<file path="config.mk">
export PLATFORM = sky130hd
export DESIGN_NAME = alu_multiciclo
export DESIGN_NICKNAME = d
export VERILOG_FILES = /design/src/rtl/alu_multiciclo.sv
export SDC_FILE = /design/constraint.sdc
export NUM_CORES = 1
export LEC_CHECK = 0
export ABC_AREA = 1
export ABC_CLOCK_PERIOD_IN_PS = 15170
export CORE_ASPECT_RATIO = 1.75
export CORE_UTILIZATION = 40
export DETAILED_ROUTE_END_ITERATION = 8
export PLACE_DENSITY = 0.7
export SLEW_MARGIN = 10
export SYNTH_ARGS = -nofsm -noshare
export SYNTH_HDL_FRONTEND = slang
export SYNTH_SLANG_ARGS = --single-unit
</file>
<file path="constraint.sdc">
create_clock -name clock -period 15.17 [get_ports clock]
set_input_delay 3.034 -clock clock [delete_from_list [all_inputs] [get_ports clock]]
set_output_delay 3.034 -clock clock [all_outputs]
set_load 0.02 [all_outputs]
</file>
<file path="src/rtl/alu_multiciclo.sv">
// alu_multiciclo: multi-cycle ALU with single-cycle logic/arithmetic ops,
// an iterative unsigned shift-add multiplier and, when ALU_DIV_EN is
// defined, an iterative unsigned restoring divider. Requests use a
// start/ready handshake, and completion is signalled by a one-cycle done pulse.
module alu_multiciclo #(
  parameter int unsigned WIDTH = 32
) (
  input  logic             clock,
  input  logic             reset,
  input  logic             start,
  input  logic [3:0]       alu_control,
  input  logic [WIDTH-1:0] operando_a,
  input  logic [WIDTH-1:0] operando_b,
  output logic             ready,
  output logic             done,
  output logic [WIDTH-1:0] resultado,
  output logic [WIDTH-1:0] resultado_hi,
  output logic             zero,
  output logic             overflow,
  output logic             invalido
);

  localparam int unsigned CW = (WIDTH > 1) ? $clog2(WIDTH) : 1;

  typedef enum logic [1:0] {
    IDLE = 2'd0,
    ITER = 2'd1,
    FIM  = 2'd2
  } state_t;

  state_t           state;
  state_t           next_state;
  logic [CW-1:0]    count;
  logic             accept;
  logic             iter_op;

  // Iterative working registers: hi holds the partial product / remainder,
  // lo holds the multiplier / dividend being shifted, b_r the latched operand B.
  logic [WIDTH-1:0] hi;
  logic [WIDTH-1:0] lo;
  logic [WIDTH-1:0] b_r;
  logic [WIDTH-1:0] step_hi;
  logic [WIDTH-1:0] step_lo;
  logic [WIDTH:0]   mul_sum;

  logic [WIDTH-1:0] sum_w;
  logic [WIDTH-1:0] diff_w;
  logic [WIDTH-1:0] alu_res;
  logic             alu_ovf;
  logic             alu_inv;

`ifdef ALU_DIV_EN
  logic             is_div;
  logic [WIDTH:0]   div_shift;
  logic             div_ge;
  logic [WIDTH-1:0] div_sub;
`endif

  assign ready  = (state != ITER);
  assign done   = (state == FIM);
  assign accept = start && ready;
  assign sum_w  = operando_a + operando_b;
  assign diff_w = operando_a - operando_b;

  // Decide whether the incoming code needs the iterative datapath.
  always_comb begin
    iter_op = (alu_control == 4'b1000);
`ifdef ALU_DIV_EN
    if (alu_control == 4'b1001) iter_op = 1'b1;
`endif
  end

  // State register and iteration counter.
  always_ff @(posedge clock or posedge reset) begin
    if (reset) begin
      state <= IDLE;
      count <= '0;
    end else begin
      state <= next_state;
      if (accept && iter_op) count <= CW'(WIDTH - 1);
      else if (state == ITER && count != '0) count <= count - 1'b1;
    end
  end

  // Next-state logic; FIM behaves like IDLE for a new accept.
  always_comb begin
    next_state = state;
    case (state)
      IDLE, FIM: begin
        if (accept) next_state = iter_op ? ITER : FIM;
        else        next_state = IDLE;
      end
      ITER: begin
        if (count == '0) next_state = FIM;
      end
      default: next_state = IDLE;
    endcase
  end

  // Single-cycle operations evaluated on the live inputs at accept.
  always_comb begin
    alu_res = '0;
    alu_ovf = 1'b0;
    alu_inv = 1'b0;
    case (alu_control)
      4'b0000: alu_res = operando_a & operando_b;
      4'b0001: alu_res = operando_a | operando_b;
      4'b0010: begin
        alu_res = sum_w;
        alu_ovf = (operando_a[WIDTH-1] == operando_b[WIDTH-1]) &&
                  (sum_w[WIDTH-1] != operando_a[WIDTH-1]);
      end
      4'b0110: begin
        alu_res = diff_w;
        alu_ovf = (operando_a[WIDTH-1] != operando_b[WIDTH-1]) &&
                  (diff_w[WIDTH-1] != operando_a[WIDTH-1]);
      end
      4'b0111: alu_res = ($signed(operando_a) < $signed(operando_b)) ? WIDTH'(1) : '0;
      4'b1100: alu_res = ~(operando_a | operando_b);
      default: alu_inv = 1'b1;
    endcase
  end

  // One iteration step of the multiplier (or divider when compiled in).
  always_comb begin
    mul_sum = {1'b0, hi} + (lo[0] ? {1'b0, b_r} : '0);
    step_hi = mul_sum[WIDTH:1];
    step_lo = {mul_sum[0], lo[WIDTH-1:1]};
`ifdef ALU_DIV_EN
    // A zero divisor always "fits", so the quotient saturates to all ones
    // and the remainder ends up equal to the dividend without special casing.
    div_shift = {hi, lo[WIDTH-1]};
    div_ge    = (div_shift >= {1'b0, b_r});
    div_sub   = div_shift[WIDTH-1:0] - b_r;
    if (is_div) begin
      step_hi = div_ge ? div_sub : div_shift[WIDTH-1:0];
      step_lo = {lo[WIDTH-2:0], div_ge};
    end
`endif
  end

  // Operand latching, iteration registers and registered results/flags.
  always_ff @(posedge clock or posedge reset) begin
    if (reset) begin
      hi           <= '0;
      lo           <= '0;
      b_r          <= '0;
`ifdef ALU_DIV_EN
      is_div       <= 1'b0;
`endif
      resultado    <= '0;
      resultado_hi <= '0;
      zero         <= 1'b0;
      overflow     <= 1'b0;
      invalido     <= 1'b0;
    end else if (accept) begin
      if (iter_op) begin
        hi  <= '0;
        lo  <= operando_a;
        b_r <= operando_b;
`ifdef ALU_DIV_EN
        is_div <= alu_control[0];
`endif
      end else begin
        resultado    <= alu_res;
        resultado_hi <= '0;
        zero         <= (alu_res == '0);
        overflow     <= alu_ovf;
        invalido     <= alu_inv;
      end
    end else if (state == ITER) begin
      hi <= step_hi;
      lo <= step_lo;
      if (count == '0) begin
        resultado    <= step_lo;
        resultado_hi <= step_hi;
        zero         <= (step_lo == '0);
        overflow     <= 1'b0;
`ifdef ALU_DIV_EN
        invalido     <= is_div && (b_r == '0);
`else
        invalido     <= 1'b0;
`endif
      end
    end
  end

endmodule

</file>
==> results of run 1 <==
-- cells in the mapped netlist (9+ instances only) --
library cell and n:
nor3_1 15, o211ai_1 20, a21oi_1 98, nand2_2 9, nor4_1 9, inv_1 354, o21ai_0 186, nand4_1 23
buf_2 25, nor2_1 227, o221ai_1 16, nand2_1 760, ha_1 142, a221oi_1 23, dfrtp_1 170, o21bai_1 12
buf_4 10, clkbuf_1 46, a31oi_1 23, nand3_1 151, inv_2 12
-- cell families (layout without fill, tap and decap cells) --
group / after synthesis / count (layout)
DFF: 170 / 170
adders and majority gates: 145 / 145
and+or+nand+nor: 1234 / 1234
buffers and inverters: 457 / 545
xor gates and xnor gates: 5 / 5
AOI/OAI and AO/OA: 414 / 414
-- per-stage QoR --
step           cells  instance area (µm²)  util, %
5_1_grt         2998                17700     46.2
3_3_place_gp    2968                17200     44.8
3_5_place_dp    2968                17200     44.8
2_1_floorplan   2425                15500        -
6_report        2998                17700     46.2
4_1_cts         2998                17700     46.2
-- registers in the layout (all words and copies together) (netlist names) --
signal	count
resultado	32
zero	1
state	2
lo	32
resultado_hi	32
hi	32
overflow	1
b_r	32
count	5
invalido	1
-- layer usage --
layer | routed length (µm) | vias up | GRT usage, %
li1 | - | 7934 | -
met1 | 21200 | 7657 | 31.5
met2 | 28400 | 630 | 50.6
met3 | 2320 | 234 | 2.59
met4 | 5380 | 0 | 25.1
met5 | 0 | - | 0
-- worst max-delay path: cells and delay by family --
kind,cells,cell delay (ns)
buffers and inverters,7,2.61
AO/OA/AOI/OAI,2,0.32
AND/OR/NAND/NOR,3,0.36
-- power groups by stage --
stage | logic, mW | registers (mW) | clock network, mW
5_1_grt | 0.638 | 0.586 | 0.425
3_3_place_gp | 0.567 | 0.584 | 0
2_1_floorplan | 0.340 | 0.599 | 0
3_5_place_dp | 0.573 | 0.586 | 0
6_report | 0.580 | 0.580 | 0.405
4_1_cts | 0.575 | 0.579 | 0.408
-- worst max path at each step --
stage,from,endpoint,slack (ns),cells past startpoint
final,start,lo[24],9.01,12
after global routing,start,hi[30],8.73,11
after CTS,start,hi[25],9.05,11
after detailed placement,start,hi[12],8.61,11
after global placement,start,lo[24],8.67,12
after floorplan,reset,b_r[0],7.53,1
-- final cells by class --
class,count,area share [%]
sequential,170,24.0
inverter,367,7.81
timing repair buffer,148,8.25
clock buffer,20,2.58
multi-input combinational,1798,53.5
tap,485,3.43
clock inverter,10,0.410
==> flow_summary.ini, run 1 <==
[synthesis]
synth_top_family_by_area = simple AND/OR/NAND/NOR gates
dominantRegCellSynth = dfrtp_1
syn_area_um2 = 15500
synth_seq_area_share_pct = 27.4
yosys_warnings = 0
synth_adder_area_share_pct = 11.8
synth_xor_area_share_pct = 0.282
synth_edf_count = 0
syn_nets = 2641
ys_async_sr_fraction_pct = 100
synthMuxAreaShare_pct = 0
synthSimpleGateAreaFrac_pct = 33.1
ys_types = 56
yosys.area.top_type = dfrtp_1
synth_compound_area_share_pct = 15.6
syn_inst = 2425
ys_ff_latch = 170
yosys-top-cells-area = dfrtp_1 27%, nand2_1 18%, ha_1 11%
yosysTopAreaCellShare_pct = 27.4
syn_avg_cell_area_um2 = 6.39

[clock_tree]
clk_pin_slew_ns = 0.06
cts_max_path_buffers = 2
h-tree-depth = 4
cts.repair.resized = 0
insertion_delay_ns = 0.45
cts_hold_repair.buffers = 0
cts_tree = yes
cts-root-buf = clkbuf_16
cts_sinks = 170
cts_buffers = 17
cts_setup_buffers = 0

[route]
drt_iter0_markers = 1216
vias_per_cell = 5.49
wl_per_cell_um = 19.1
routed_wl_mm = 57.3
firstDrtPassIters = 5
vias = 16500
route.detailed.drc = 0
antenna_left = 0

[setup_path]
path_cells = clkdlybuf4s50_1 > nand2_2 > buf_4 > inv_2 > buf_4 > nand2_2 > buf_4 > inv_1 > nor2_4 > inv_2 > o211ai_1 > o21ai_0
crit_path_frequent_cell = buf_4
r2r_setup_slack_ns = 11.35
crit-reg2reg-capture = lo[24]
slowest_delay_ns = 0.65
reg2reg_depth = 13
startpoint_type = primary input
cp.arrival_ns = 6.44
path_class = in -> reg
worst_setup_path_end_kind = register
crit_slowest_cell = buf_4
reg2reg_from = state[1]
worstPathRequired_ns = 15.46
critPathMaxFanout = 78

[die]
ios = 140
core_region_area_um2 = 38300
die_y_um = 262
dieArea_um2 = 39600
rows = 95
die_x_um = 151
initial_core_util_pct = 40.5

[placement]
gp_congestion = 1.12
port_buffers = 139
hpwl_mm = 46.3
pre_cts_ws_ns = 8.61

[power_and_ir_drop]
p_seq_share_pct = 37.0
max-vdd-ir-drop_uv = 65.2
swShare_pct = 39.8
p_int_mw = 0.942
p_sw_mw = 0.623
power-per-cell-area_nw_per_um2 = 88.4
clkPwrFrac_pct = 25.9
p_comb_share_pct = 37.1
cellLeakagePower_nw = 9.31
total_power_mw = 1.56

[status]
status = finished, final reports clean

[finish]
diodes = 0
final_common_cell = nand2_1
syn2layout_area_growth_pct = 14.1
final_cell_mix = 758 x nand2_1, 353 x inv_1, 225 x nor2_1
final_nets = 2718
drive_gt1_share_pct = 3.94
seqCellArea_um2 = 4250
multiInputGateArea_um2 = 9460
num-fill-cells = 4008

[timing]
rsz0062_at_grt = no
setup_violations = 0
period_share_pct = 40.6
slew_headroom_pct = 28.5
worstMarginPinSlew_ns = 1.07
tns_ns = 0
timing.hold.ws_ns = 0.479
fmax_mhz = 162
drv_slew = 0
finalHoldViolCount = 0
finalWorstSetupSlack_ns = 9.01
period_needed_ns = 6.16
skew_ns = 0.0154

[grt]
grt_pass1_wl_mm = 87.0
grt_max_degree = 99
grt_overflow = 0
antenna_found_initial = 0
grt_pass1_vias = 16100
grt_usage_pct = 29.3

[min_path]
whs_path_depth = 2
hold_path.class = reg -> reg
min_to = resultado_hi[22]
min-delay-start = resultado_hi[22]

[flow_run]
drv_cap = 0
Power figures use the tool's default switching activity.
==> inputs of run 2 (changes only) <==
- ABC_CLOCK_PERIOD_IN_PS: 15170 -> 6300
- clock period: 15.17 -> 6.3 ns (I/O delays scaled with it)
==> run 2 against run 1 <==
Effect of this change: final cell count is 0.20% higher; combinational power is 140% higher; register-to-register slack worse by 8.5 ns; critical path depth is 9 higher; sequential power is 140% higher; clock power is 150% higher; final area is 0.40% higher; die area stayed put; power is 140% higher; via count is 0.45% lower; critical endpoint is now zero; largest cell class unchanged; highest routed layer unchanged.
==> flow_summary.ini, run 2 (synthesis results as in run 1) <==
[setup_path]
startpoint = operando_a[12]
r2r_setup_slack_ns = 2.85
path_cells = clkdlybuf4s50_1 > inv_1 > ha_1 > nand2_1 > inv_1 > nand2_1 > nand2_1 > inv_1 > nand2_1 > inv_1 > nand2_2 > nand2_1 > nand3_1 > nand2_1 > nor2_1 > nand2_1 > nor2_1 > nand3_1 > nor2_1 > nand3_1 > a21oi_2
worst_setup_path_end_kind = register
worstPathRequired_ns = 6.67
crit-reg2reg-capture = hi[31]
slowest_delay_ns = 0.57
critPathMaxFanout = 8
crit_path_frequent_cell = nand2_1
reg2reg_from = lo[0]
cp.arrival_ns = 4.82
startpoint_type = primary input
crit_path_end = zero
reg2reg_depth = 11
path_class = in -> reg
crit_slowest_cell = clkdlybuf4s50_1

[die]
dieArea_um2 = 39600
die_x_um = 151
rows = 95
die_y_um = 262
ios = 140
initial_core_util_pct = 40.5
core_region_area_um2 = 38300

[clock_tree]
cts-root-buf = clkbuf_16
insertion_delay_ns = 0.44
cts_max_path_buffers = 2
cts.repair.resized = 0
cts_buffers = 17
cts_hold_repair.buffers = 0
clk_pin_slew_ns = 0.07
cts_sinks = 170
cts_setup_buffers = 0
h-tree-depth = 4
cts_tree = yes

[route]
route.detailed.drc = 0
drt_iter0_markers = 1188
wl_per_cell_um = 19.9
vias = 16400
routed_wl_mm = 59.8
vias_per_cell = 5.45
antenna_left = 0
firstDrtPassIters = 6

[timing]
slew_headroom_pct = 32.8
period_needed_ns = 4.44
worstMarginPinSlew_ns = 1.01
period_share_pct = 70.5
tns_ns = 0
drv_slew = 0
rsz0062_at_grt = no
finalWorstSetupSlack_ns = 1.86
setup_violations = 0
fmax_mhz = 225
skew_ns = 0.0123
timing.hold.ws_ns = 0.483
finalHoldViolCount = 0

[grt]
grt_overflow = 0
grt_pass1_wl_mm = 91.1
antenna_found_initial = 0
grt_max_degree = 121
grt_usage_pct = 30.8
grt_pass1_vias = 16200

[status]
status = finished, final reports clean

[finish]
final_nets = 2722
drive_gt1_share_pct = 4.21
final_common_cell = nand2_1
final_cell_mix = 757 x nand2_1, 353 x inv_1, 225 x nor2_1
fin_cells = 3004
syn2layout_area_growth_pct = 14.5
diodes = 0

[flow_run]
drv_cap = 0

[placement]
gp_congestion = 1.01
pre_cts_ws_ns = 1.44
port_buffers = 139
hpwl_mm = 48.6
placed_cells = 2972

[power_and_ir_drop]
cellLeakagePower_nw = 9.34
max-vdd-ir-drop_uv = 165
power-per-cell-area_nw_per_um2 = 215
total_power_mw = 3.83

[min_path]
hold_path.class = reg -> reg
[run 2: cell count changes in the layout (fill, tap and decap cells not counted), sizes merged]
cell and change:
buf +4, clkbuf -2, clkinvlp +2, bufinv +1
inv +1
[run 2: how the worst min path moves through the flow]
stage,start,end,slack [ns],cells past startpoint
after global routing,b_r[10],b_r[10],0.51,2
after detailed placement,resultado_hi[3],resultado_hi[3],0.47,2
after floorplan,b_r[0],b_r[0],0.45,2
after CTS,resultado_hi[3],resultado_hi[3],0.49,2
after global placement,resultado_hi[22],resultado_hi[22],0.46,2
final,resultado_hi[19],resultado_hi[19],0.48,2
[run 2: final cells by class]
type	instances	area, µm²
clock buffers	18	429
clock inverters	14	125
fillers	4086	20500
inverters	367	1380
multi-input cells	1798	9460
flip-flops and latches	170	4250
well taps	485	607
repair buffers	152	1500
[run 2: report_power, final]
part / switching, mW / internal, mW / leakage, nW / total, mW
Sequential: 0.134 / 1.26 / 2.25 / 1.40
Clock: 0.468 / 0.545 / 0.260 / 1.01
Combinational: 0.927 / 0.489 / 6.83 / 1.42
[run 2: worst max-delay path: cells and delay by family]
family,cells,cell delay (ns)
buffers and inverters,5,1.03
and+or+nand+nor,14,1.92
AOI/OAI and AO/OA,1,0.12
adders and majority gates,1,0.50
[run 2: metrics by stage]
step | util [%] | cell area (µm²)
after detailed placement | 45.0 | 17200
final | 46.4 | 17800
after floorplan | - | 15500
after CTS | 46.4 | 17800
after global routing | 46.4 | 17800
after global placement | 45.0 | 17200
[run 2: metal layers]
| layer | routed length, µm | global-route usage [%] | share of wire [%] |
|---|---|---|---|
| met2 | 30100 | 54.0 | 50 |
| met3 | 2310 | 2.66 | 3.9 |
| met1 | 22200 | 33.5 | 37 |
| met5 | 0 | 0 | 0 |
| met4 | 5220 | 23.9 | 8.7 |
